--- config.mk ---
export PLATFORM = sky130hd
export DESIGN_NAME = mem_resp_pipe
export DESIGN_NICKNAME = d
export VERILOG_FILES = /design/src/rtl/mem_resp_pipe.sv
export SDC_FILE = /design/constraint.sdc
export NUM_CORES = 1
export LEC_CHECK = 0
export CORE_ASPECT_RATIO = 1.2
export CORE_UTILIZATION = 53
export CTS_BUF_LIST = sky130_fd_sc_hd__clkbuf_4 sky130_fd_sc_hd__clkbuf_8
export DETAILED_ROUTE_END_ITERATION = 8
export GPL_ROUTABILITY_DRIVEN = 1
export GPL_TIMING_DRIVEN = 0
export PLACE_DENSITY_LB_ADDON = 0.08
export SKIP_CTS_REPAIR_TIMING = 1
export SYNTH_ARGS = -nofsm -noshare
export SYNTH_HDL_FRONTEND = slang
export SYNTH_SLANG_ARGS = --single-unit
--- constraint.sdc ---
create_clock -name clk -period 0.8 [get_ports clk]
set_input_delay 0.16 -clock clk [delete_from_list [all_inputs] [get_ports clk]]
set_output_delay 0.16 -clock clk [all_outputs]
set_load 0.05 [all_outputs]
--- src/rtl/mem_resp_pipe.sv ---
`default_nettype none
// ---------------------------------------------------------------------------
// mem_resp_pipe : fixed-latency shift register of {valid, tag, data}
// Revision      : 1.0
// ---------------------------------------------------------------------------
module mem_resp_pipe #(
  parameter int LATENCY   = 4,
  parameter int TAG_BITS  = 5,
  parameter int DATA_BITS = 128
) (
  input  wire logic                 clk,
  input  wire logic                 reset,
  input  wire logic                 in_valid,
  input  wire logic [TAG_BITS-1:0]  in_tag,
  input  wire logic [DATA_BITS-1:0] in_data,
  output logic                      out_valid,
  output logic [TAG_BITS-1:0]       out_tag,
  output logic [DATA_BITS-1:0]      out_data
);

  logic [LATENCY-1:0]   valid_q, valid_d;
  logic [TAG_BITS-1:0]  tag_q  [LATENCY];
  logic [TAG_BITS-1:0]  tag_d  [LATENCY];
  logic [DATA_BITS-1:0] data_q [LATENCY];
  logic [DATA_BITS-1:0] data_d [LATENCY];

  always_comb begin
    valid_d    = '0;
    valid_d[0] = in_valid;
    tag_d[0]   = in_tag;
    data_d[0]  = in_data;
    for (int i = 1; i < LATENCY; i++) begin
      valid_d[i] = valid_q[i-1];
      tag_d[i]   = tag_q[i-1];
      data_d[i]  = data_q[i-1];
    end
  end

  // Only the valid bits need clearing; payload may legitimately be stale.
  always_ff @(posedge clk or negedge reset) begin
    if (!reset) begin
      valid_q <= '0;
    end else begin
      valid_q <= valid_d;
    end
  end

  always_ff @(posedge clk) begin
    for (int i = 0; i < LATENCY; i++) begin
      tag_q[i]  <= tag_d[i];
      data_q[i] <= data_d[i];
    end
  end

  assign out_valid = valid_q[LATENCY-1];
  assign out_tag   = tag_q[LATENCY-1];
  assign out_data  = data_q[LATENCY-1];

endmodule
`default_nettype wire

# ---- Yosys cells after proc, flatten, opt, wreduce, memory -nomap -nowiden
# Memory sizes are Yosys's and may differ from the RTL's.
# Cells that the tools add are included.
dict set report word_totals {
  register_bits 4
  ram_bits 532
  inputBits 136
  memories 2
}
# name depth word_bits read_ports rd_ports_with_merged_regs write_ports line_no
set mem_list {}
lappend mem_list {data_q 4 128 4 0 4 24} ;# logic [DATA_BITS-1:0] data_q [LATENCY];
lappend mem_list {tag_q 4 5 4 0 4 22} ;# logic [TAG_BITS-1:0] tag_q [LATENCY];

# ---- Logic depth before layout (Yosys ltp)
dict set report depth {
  depth_word 0
  ltp_mapped 0
}

# ---- Least setup slack after synthesis
# Ideal clock, no wire load.
dict set report synth_path {
  kind {register to output}
  start {mem data_q[3][0]}
  end {out out_data[0]}
  t_arrival_ns 0.587
  t_required_ns 0.640
  setup_slack_ns 0.053
  stages_incl_launch_ff 1
  n_path_buf 0
  cell_sequence {dfxtp_1}
}
# item line_no
set synth_lines {}
lappend synth_lines {{start: declaration} 24}
lappend synth_lines {{end: declaration} 18} ;# output logic [DATA_BITS-1:0] out_data

# ---- Worst setup path in the final report
dict set report layout_path {
  start {reg valid_q[3]}
  end {out out_valid}
}
# item line_no
set layout_lines {}
lappend layout_lines {{start: declaration} 21} ;# logic [LATENCY-1:0] valid_q, valid_d;
lappend layout_lines {{start signal: assignment} 44} ;# valid_q <= valid_d;
lappend layout_lines {{end: declaration} 16} ;# output logic out_valid,
# No word-level cell between the ends.

==> metrics <==
first-pass GRT wire length=about 24000 um; WS Path Type=flip-flop to output port; core area=19690 um2; failing checks=negative setup slack; wire per inst=between 10 and 15 um; Hold Path Sink=data_q[0][27]$_DFF_P_; met2 wire len=around 9600 um; Initial Util=a little over half; Hold Fails Final Rpt=0; Distinct cells, synth=2; clock sinks=between 500 and 600; vias=between 4000 and 5000; PortBufs=269; Critical R2R Capture=valid_q[2]$_DFF_PN0_; Worst Path Arrival=1.05 ns; worst min path class=input port to flip-flop; drt initial violations=approximately 120; Required @ worst endpoint=about 0.64 ns; Slew HR=slightly below 90%; flops & latches, synth=536; crit-path leading delay family=flip-flops; total power=between 50 and 60 mW; status=finished, violations left; Root Buffer=clkbuf_8; final instance area=15930 um2; Worst-Margin Slew=0.1856 ns; Layout Area Growth over Synthesis=48.16%; crit end category=output port; Longest Clk Path Bufs=3; n_diodes=0; row count=56; die height=~160 um; multi-input gates=0; vias in the first global route=roughly 5000; RSZ-0062 raised after global routing=yes; FMAX=~820 MHz; Seq/Total Area, Yosys=100.0%; Final Critical Period=1.212 ns; Max H-tree Level=3; Slowest-stage cell, CP=dfrtp_1; R2R Setup Slk=slightly below 0.3 ns; CTS buffer count=73; crit path max fanout=1; clock skew=between 0.015 and 0.02 ns; Pwr per Cell Area=between 3000 and 4000 nW/um2; Worst R2R Start=valid_q[1]$_DFF_PN0_; I/O pins=between 200 and 300; CP startpoint kind=flip-flop; Clk Latency, worst-skew pair=between 0.5 and 0.6 ns; Max Cap Viol=0; DIE WIDTH=about 130 um; Pleak=a little under 7 nW; crit-path max cell delay=approximately 0.37 ns; Hold Startpoint=in_data[27]; die area=about 21000 um2; flip-flop and latch area=~11000 um2; CTS tree=built; largest net degree at the start of global routing=12; Metal-1 WL=between 5000 and 6000 um; Multi-input gate area=0 um2; Nets=a little over 1000; Clock transition at path regs=about 0.070 ns; final RePlAce weighted congestion=0.7063; reg2reg path depth=0; final setup violation count=between 100 and 150; fill count=between 900 and 1000; warnings from Yosys=0; Netlist Area Pre-Place=10750 um2; Worst Path Buf+Inv=1; syn avg cell area=around 20 um2; Initial DRT Pass Iterations=4; hpwl dp=around 11000 um; Min-Delay Path Depth=1; dpl cell area=around 14000 um2; fin. max-slew vios=0; top sig layer=met4; layout cells sized above 1=a little over two fifths; DRT Wirelength=between 15000 and 20000 um; Final ANT Viol Nets=0; Final WS setup=-0.4121 ns; Synthesized Nets=between 600 and 700; Max IR drop VDD=approximately 2.3 mV; fin crit share=151.5%; vias per inst=roughly 4.0; antenna violations before repair=0; CP Cell Sequence=buf_6; drt drc=0; Post-Syn Instances=about 540; grt total ovfl=0; GRT Total Usage=15.47%; WL met3=around 1600 um
-- how the worst max path moves through the flow --
stage / to / startpoint / depth (start not counted) / slack, ns
floorplan: out_data[0] / data_q[3][0]$_DFF_P_ / 0 / 0.05
global placement: out_data[93] / data_q[3][93]$_DFF_P_ / 1 / -0.50
detailed placement: out_data[93] / data_q[3][93]$_DFF_P_ / 1 / -0.50
CTS: out_data[84] / data_q[3][84]$_DFF_P_ / 1 / -1.12
global route: out_data[82] / data_q[3][82]$_DFF_P_ / 1 / -0.46
finish: out_valid / valid_q[3]$_DFF_PN0_ / 1 / -0.41
-- state kept, by name, summed over array words and instances (netlist names) --
| name | flops |
|---|---|
| tag_q | 20 |
| data_q | 512 |
| valid_q | 4 |
-- cell usage after synthesis --
cell type	number	area share, %
dfxtp_1	532	99
dfrtp_1	4	0.93
-- per-stage QoR --
step / hold WS (ns) / setup TNS, ns / util, % / setup slack [ns] / cells
2_1_floorplan: -0.1356 / 0 / - / 0.05267 / 536
3_3_place_gp: 0.3097 / -60.84 / 69.94 / -0.4954 / 1066
3_5_place_dp: 0.3121 / -61.32 / 69.94 / -0.5041 / 1066
4_1_cts: -0.2295 / -144.29 / 77.55 / -1.116 / 1193
5_1_grt: 0.002014 / -58.12 / 80.90 / -0.4577 / 1194
6_report: 0.03860 / -51.09 / 80.90 / -0.4121 / 1194
-- cell type report --
class                 instances  area share [%]
Tap cell                    261           2.050
Sequential cell             536           68.54
Clock inverter               12          0.5734
Timing Repair Buffer        270           20.00
Clock buffer                115           8.837
-- kinds of logic after synthesis --
family      Yosys count  synth area share (%)
flip-flops          536                 100.0
-- power by group --
| group | switching, mW | leakage (nW) | internal, mW |
|---|---|---|---|
| clock | 8.89 | 0.808 | 11.5 |
| sequential | 0.459 | 4.54 | 28.2 |
| combinational | 1.53 | 1.46 | 1.41 |
| total | 10.9 | 6.80 | 41.1 |
-- placed cells by master (no fill, tap or decap) --
cell / count
dfxtp_1: 399
clkdlybuf4s50_1: 135
dfxtp_2: 133
clkbuf_8: 87
buf_8: 84
buf_6: 50
clkbuf_4: 28
clkinv_2: 9
dfrtp_1: 4
clkinvlp_4: 1
bufinv_16: 1
inv_6: 1
dlygate4sd3_1: 1
-- per-layer routing --
layer | track usage, % | up-vias
met5 | 0 | -
met4 | 10.52 | 0
met3 | 7.237 | 46
met2 | 28.17 | 206
met1 | 13.47 | 2148
li1 | - | 2358
No activity file was read; power rests on OpenSTA's default activity.
